$ cat src/rtl/multi_cycle_control_unit.sv
// multi_cycle_control_unit: IF/ID/EX/MEM/WB/HALT sequencer for a multi-cycle RV32 datapath with retire counter
module multi_cycle_control_unit (
    input  logic        clk,
    input  logic        reset,
    input  logic [6:0]  opcode,
    input  logic        bcond,
    input  logic        halt_cond,
    input  logic        mem_ready,
    output logic        mem_read,
    output logic        mem_write,
    output logic        i_or_d,
    output logic        ir_write,
    output logic        reg_write,
    output logic [1:0]  mem_to_reg,
    output logic        alu_src_a,
    output logic [1:0]  alu_src_b,
    output logic [1:0]  alu_ctrl_op,
    output logic        pc_write,
    output logic [1:0]  pc_source,
    output logic        is_halted,
    output logic [31:0] retire_count
);
    localparam logic [6:0] ARITHMETIC     = 7'b0110011;
    localparam logic [6:0] ARITHMETIC_IMM = 7'b0010011;
    localparam logic [6:0] LOAD           = 7'b0000011;
    localparam logic [6:0] STORE          = 7'b0100011;
    localparam logic [6:0] BRANCH         = 7'b1100011;
    localparam logic [6:0] JAL            = 7'b1101111;
    localparam logic [6:0] JALR           = 7'b1100111;
    localparam logic [6:0] ECALL          = 7'b1110011;

    typedef enum logic [2:0] {S_IF, S_ID, S_EX, S_MEM, S_WB, S_HALT} state_t;

    typedef struct packed {
        logic       mem_read;
        logic       mem_write;
        logic       i_or_d;
        logic       ir_write;
        logic       reg_write;
        logic [1:0] mem_to_reg;
        logic       alu_src_a;
        logic [1:0] alu_src_b;
        logic [1:0] alu_ctrl_op;
        logic       pc_write;
        logic [1:0] pc_source;
        logic       is_halted;
    } ctl_t;

    state_t state, next;
    ctl_t   c;
    logic   known;

    assign known = opcode inside {ARITHMETIC, ARITHMETIC_IMM, LOAD, STORE, BRANCH, JAL, JALR, ECALL};

    always_comb begin
        c    = '0;
        next = state;
        case (state)
            S_IF: begin
                c.mem_read = 1'b1;
                c.ir_write = mem_ready;
                next       = mem_ready ? S_ID : S_IF;
            end
            S_ID: begin
                c.alu_src_a = 1'b1;
                c.alu_src_b = 2'b10;
                c.pc_write  = !known || (opcode == ECALL && !halt_cond);
                next        = (opcode == ECALL) ? (halt_cond ? S_HALT : S_IF) : (known ? S_EX : S_IF);
            end
            S_EX: begin
                next = S_WB;
                case (opcode)
                    ARITHMETIC: begin
                        c.alu_src_a   = 1'b1;
                        c.alu_ctrl_op = 2'b10;
                    end
                    ARITHMETIC_IMM: begin
                        c.alu_src_a   = 1'b1;
                        c.alu_src_b   = 2'b10;
                        c.alu_ctrl_op = 2'b11;
                    end
                    LOAD, STORE: begin
                        c.alu_src_a = 1'b1;
                        c.alu_src_b = 2'b10;
                        next        = S_MEM;
                    end
                    BRANCH: begin
                        c.alu_src_a   = 1'b1;
                        c.alu_ctrl_op = 2'b01;
                        c.pc_write    = 1'b1;
                        c.pc_source   = bcond ? 2'b10 : 2'b00;
                        next          = S_IF;
                    end
                    JALR: begin
                        c.alu_src_a = 1'b1;
                        c.alu_src_b = 2'b10;
                    end
                    default: next = (opcode == JAL) ? S_WB : S_IF;
                endcase
            end
            S_MEM: begin
                c.i_or_d    = 1'b1;
                c.mem_read  = opcode == LOAD;
                c.mem_write = opcode == STORE;
                c.pc_write  = mem_ready && opcode == STORE;
                next        = !mem_ready ? S_MEM : (opcode == LOAD ? S_WB : S_IF);
            end
            S_WB: begin
                c.reg_write  = 1'b1;
                c.pc_write   = 1'b1;
                c.mem_to_reg = (opcode == LOAD) ? 2'b01 : (opcode == JAL || opcode == JALR) ? 2'b10 : 2'b00;
                c.pc_source  = (opcode == JAL) ? 2'b10 : (opcode == JALR) ? 2'b01 : 2'b00;
                next         = S_IF;
            end
            default: c.is_halted = 1'b1;
        endcase
    end

    // Outputs are masked by reset so an in-flight memory request drops the moment reset asserts
    assign {mem_read, mem_write, i_or_d, ir_write, reg_write, mem_to_reg, alu_src_a,
            alu_src_b, alu_ctrl_op, pc_write, pc_source, is_halted} = reset ? c : '0;

    always_ff @(posedge clk or negedge reset) begin
        if (!reset) begin
            state        <= S_IF;
            retire_count <= '0;
        end else begin
            state <= next;
            if (c.pc_write || (next == S_HALT && state != S_HALT))
                retire_count <= retire_count + 32'd1;
        end
    end
endmodule

$ cat config.mk
export PLATFORM = sky130hd
export DESIGN_NAME = multi_cycle_control_unit
export DESIGN_NICKNAME = d
export VERILOG_FILES = /design/src/rtl/multi_cycle_control_unit.sv
export SDC_FILE = /design/constraint.sdc
export NUM_CORES = 1
export LEC_CHECK = 0
export ABC_AREA = 0
export ABC_CLOCK_PERIOD_IN_PS = 2500
export CORE_MARGIN = 2
export CORE_UTILIZATION = 30
export DETAILED_ROUTE_END_ITERATION = 8
export GPL_TIMING_DRIVEN = 0
export PLACE_DENSITY = 0.53
export SYNTH_ARGS = -nofsm -noshare
export SYNTH_HDL_FRONTEND = slang
export SYNTH_SLANG_ARGS = --single-unit
$ cat constraint.sdc
create_clock -name clk -period 2.5 [get_ports clk]
set_clock_uncertainty 0.15 [all_clocks]
set_input_delay 0.25 -clock clk [delete_from_list [all_inputs] [get_ports clk]]
set_output_delay 0.25 -clock clk [all_outputs]
set_load 0.03 [all_outputs]
* Word level (Yosys, flattened, before mapping)
Index checks and enable logic that the tools add are counted.
Operators by class: reductions and logical operators 15, equal/unequal tests 14, muxes and demuxes 28, add/sub/neg operators 1
Operators with widths (number):
- $add A32 B1 Y32 const B | 1
- $eq A7 B7 Y1 const B | 4
- $mux W3 | 7
- $mux W16 | 1
- $mux W2 | 8
- $pmux W3 S5 | 1
- $eq A7 B6 Y1 const B | 2
- $pmux W3 S3 | 1
- $reduce_bool A8 Y1 | 1
- $eq A7 B2 Y1 const B | 1
- $eq A7 B5 Y1 const B | 1
- $eq A3 B2 Y1 const B | 2
- $eq A3 B3 Y1 const B | 2
- $pmux W2 S3 | 1
- $pmux W3 S2 | 1
- $reduce_or A6 Y1 | 1
- $mux W1 | 5
- $reduce_or A5 Y1 | 1
- $pmux W1 S4 | 1
- $pmux W2 S2 | 1
- $reduce_or A4 Y1 | 1
- $eq A3 B1 Y1 const B | 1
- $logic_and A1 B1 Y1 | 3
- $logic_not A3 Y1 | 1
- other kinds (6) | 9
Storage, ports and cells: bits of input ports 12, output and inout port bits 48, flip-flop bits (word level) 35, word-level logic and storage cells 60

* Longest topological paths before layout
depth in word-level cells 8, depth in mapped cells 7, depth with buffers taken out 5

* Worst setup path after synthesis
No wires, ideal clock.
path type in2out, from input opcode[3], to output mem_to_reg[0], slack 0.166 ns, data required time 2.100 ns, path buffers 1, arrival time 1.934 ns, cell stages on the path 4, cells stage by stage nor4bb_1 -> nand2b_1 -> clkbuf_1 -> nor4_1
Between the ends: word-level cells in the longest chain between the ends 4
Ends and longest elaborated chain:
- from (decl) | RTL line 5 | input logic [6:0] opcode,
- $eq A7 B2 Y1 | RTL line 111 | c.mem_to_reg = (opcode == LOAD) ? 2'b01 : (opcode == JAL || opcode == JALR) ? 2'b10 : 2'b00;
- $mux W2 | RTL line 111
- $mux W3 | RTL line 58 | case (state)
- $mux W16 | RTL line 121 | alu_src_b, alu_ctrl_op, pc_write, pc_source, is_halted} = reset ? c : '0;
- to (decl) | RTL line 14 | output logic [1:0] mem_to_reg,
No other way between the ends.

* Worst setup path after layout
from input opcode[4], to register retire_count[20]
Between the ends: word-level cells in the longest chain between the ends 8, elaborated cells between the ends (all ways) 27, those cells by class 9 x eq/ne; 9 x mux; 9 x reduce/logical
Ends and longest elaborated chain:
- $eq A7 B6 Y1, or another cell as far along | RTL line 53, 72
- $reduce_bool A8 Y1 | RTL line 53 | assign known = opcode inside {ARITHMETIC, ARITHMETIC_IMM, LOAD, STORE, BRANCH, JAL, JALR, ECALL};
- $mux W2 | RTL line 68 | next = (opcode == ECALL) ? (halt_cond ? S_HALT : S_IF) : (known ? S_EX : S_IF);
- $mux W3 | RTL line 68
- $pmux W3 S5 | RTL line 58
- $eq A3 B3 Y1 | RTL line 129 | if (c.pc_write || (next == S_HALT && state != S_HALT))
- $logic_and A1 B1 Y1 | RTL line 129
- $logic_or A1 B1 Y1 (*) | RTL line 129
- to (signal assigned) | RTL line 130 | retire_count <= retire_count + 32'd1;
- to (decl) | RTL line 21 | output logic [31:0] retire_count
Mark *: on every way between the ends. The rest lies on a longest branch, timed or not. A chain may end at the register's enable or synchronous reset.

==> metrics.cfg <==
[global_routing]
grt_max_degree=18
grt_remaining_overflow=0
grt_pass1_wl_um=9363
antenna_found_initial=0
grt_use_total=0.1561
grt_pass1_vias=1911

[sta]
rsz0062_at_grt=no
worst_pin_slew_ps=852.6
maxSlewViolCount=0
hold_viol=0
final.min_clock_period_ps=2358
setup_viol=0
setup_tns_ps=0
slew_headroom=0.4297
fmax_ghz=0.4240
fin_crit_sh=0.9433

[floorplan]
die_h_um=87.06
ioPinCount=60
fp-row-count=30
coreArea_um2=6719
initial_core_util=0.3080
fp.dieArea_um2=7579
fp.dieW_um=87.06

[power]
p_total_w=0.001475
leakagePower_nw=1.181
powerDensity_nw_per_um2=512.9
peakVddDrop_mv=0.2112

[flow_run]
cap_violations=0

[cts]
clk_pin_slew_worst_paths_ps=70
tritoncts=yes
htree_levels=2
clk_path_buf_depth=2
numCtsBuffers=5
root_buffer=clkbuf_8
clkLatencyLatePin_ps=290
cts.sinks=35

[min_path]
hold_path_class=reg2reg
min_from=retire_count[31]

[synth]
avgSynthCellArea_um2=9.117
synth_ff_type=dfrtp_1
synth_nets=240
syn_inst=227
synth_edf_count=0
yosysSeqAreaShare=0.4232
synth.distinct_cells=43
netlist_area_um2=2069
synth_warnings=0
ys_ff_latch=35
ys_async_sr_fraction=1.000

[placement]
hpwl_um=4055
numPortBuffers=57
place.gp.congestion=0.8098
place_area_um2=2755

[critical_path]
critPathArrivalTime_ps=2370
max_stage_delay_ps=470
cp-end-kind=flip-flop
worstSetupPathType=in2reg
path_cells=clkdlybuf4s50_1 > buf_2 > nand2b_4 > a221oi_1 > o211ai_1 > buf_2 > nand4_1 > xnor2_1
required_ps=2510
cpMostUsedCell=buf_2
startpoint=opcode[4]
cp_max_fo=10
rr_startpoint=state[0]
critPathSlowestCell=clkdlybuf4s50_1
startpoint_type=primary input

[run_status]
status=finished clean

[final_layout]
final_cell_mix=37 x clkdlybuf4s50_1, 35 x dfrtp_1, 24 x xnor2_1
design_area_um2=2875
fin_nets=308
drive_gt1_frac=0.1115
antenna_cells=0
layout.cells.most_common=clkdlybuf4s50_1
syn2layout_area_growth_pct=38.94

[route]
drc=0
via_count=1932
wl_um=5597
viasPerCell=5.138
drt-pass1-iter-count=4
ant_nets=0
wire_per_inst_um=14.89
initialDrtViolationCount=71

==> path summary, 6_finish.rpt <==
check	end	slack (ps)	depth (start not counted)
worst min-delay path	retire_count[31]	320	1
max in group asynchronous	retire_count[7]	1050	3
worst min register to register	retire_count[31]	320	1
worst max register to register	retire_count[20]	250	6
min in group asynchronous	retire_count[5]	340	2
worst max-delay path	retire_count[20]	140	8
==> synthesized netlist by cell type (all sizes together), types with 2 or more instances <==
cell    instances  area [um^2]
nor2           14        52.55
nand2b          4        32.53
buf             6        38.79
xnor2          24        210.2
and4            2        17.52
nor3b           2        15.01
nand4          23        143.9
nor4            7        56.30
a21oi           6        30.03
nor3           10        55.05
o31ai           2        15.01
clkbuf          7        26.28
and3           10        62.56
nand2          21        78.83
o211ai          3        22.52
inv             8        30.03
dfrtp          35        875.8
nand3          12        60.06
xor2            7        61.31
o21ai           7        35.03
==> layout make-up <==
class	instances	area, um^2
fill	667	3844
multi-input combinational	171	1130
clock buffer	7	76.32
sequential	35	875.8
inverter	8	30.03
timing repair buffer	62	594.3
buffer	12	63.81
tap	80	100.1
clock inverter	1	5.005
==> where the power goes <==
group	internal, W	switching (W)	total [W]	leakage (nW)
Clock	0.000196	0.000200	0.000395	0.0422
Sequential	0.000612	0.0000724	0.000685	0.442
Combinational	0.000164	0.000231	0.000395	0.697
==> critical path: cells and delay by family <==
family	cells	cell delay (ps)
AO/OA/AOI/OAI	2	580
XOR/XNOR	1	170
AND/OR/NAND/NOR	2	330
buffers and inverters	3	1030
==> per-layer routing <==
layer,vias up,wire [um],global-route usage
met1,915,2660,0.2150
met4,0,78,0.04403
met3,8,267,0.03602
met5,-,0,0
met2,55,2591,0.2450
li1,954,-,-
==> sequential cells by signal, indices dropped and copies added (netlist names) <==
name / flops
state: 3
retire_count: 32
==> metrics by stage <==
step,setup WS (ps),instances,hold WS [ps],utilization
after global routing,1.633,376,334.6,0.4279
after global placement,-1684,364,307.1,0.4078
after detailed placement,-852.4,365,3.163,0.4101
after CTS,17.56,376,321.0,0.4268
final,141.7,376,315.7,0.4279
after floorplan,165.5,227,-195.6,-
==> cell families (layout without fill, tap and decap cells) <==
family	after synthesis	count (layout)	synth area share
xor gates and xnor gates	31	31	0.1312
AOI/OAI and AO/OA	25	25	0.08162
DFF	35	35	0.4232
buffers and inverters	21	90	0.04595
adders and majority gates	1	1	0.006045
other	1	1	0.001812
muxes	1	1	0.004837
and+or+nand+nor	112	112	0.3053
==> what timing repair did <==
action | CTS | global route
endpoints found under the hold margin | 18 | 0
setup buffers | 1 | 0
gates resized for setup | 43 | 14
setup endpoints to repair | 12 | 13
pin swaps | 1 | 3
hold buffers | 3 | 0
Note: power is estimated with default switching activity, not from simulation.
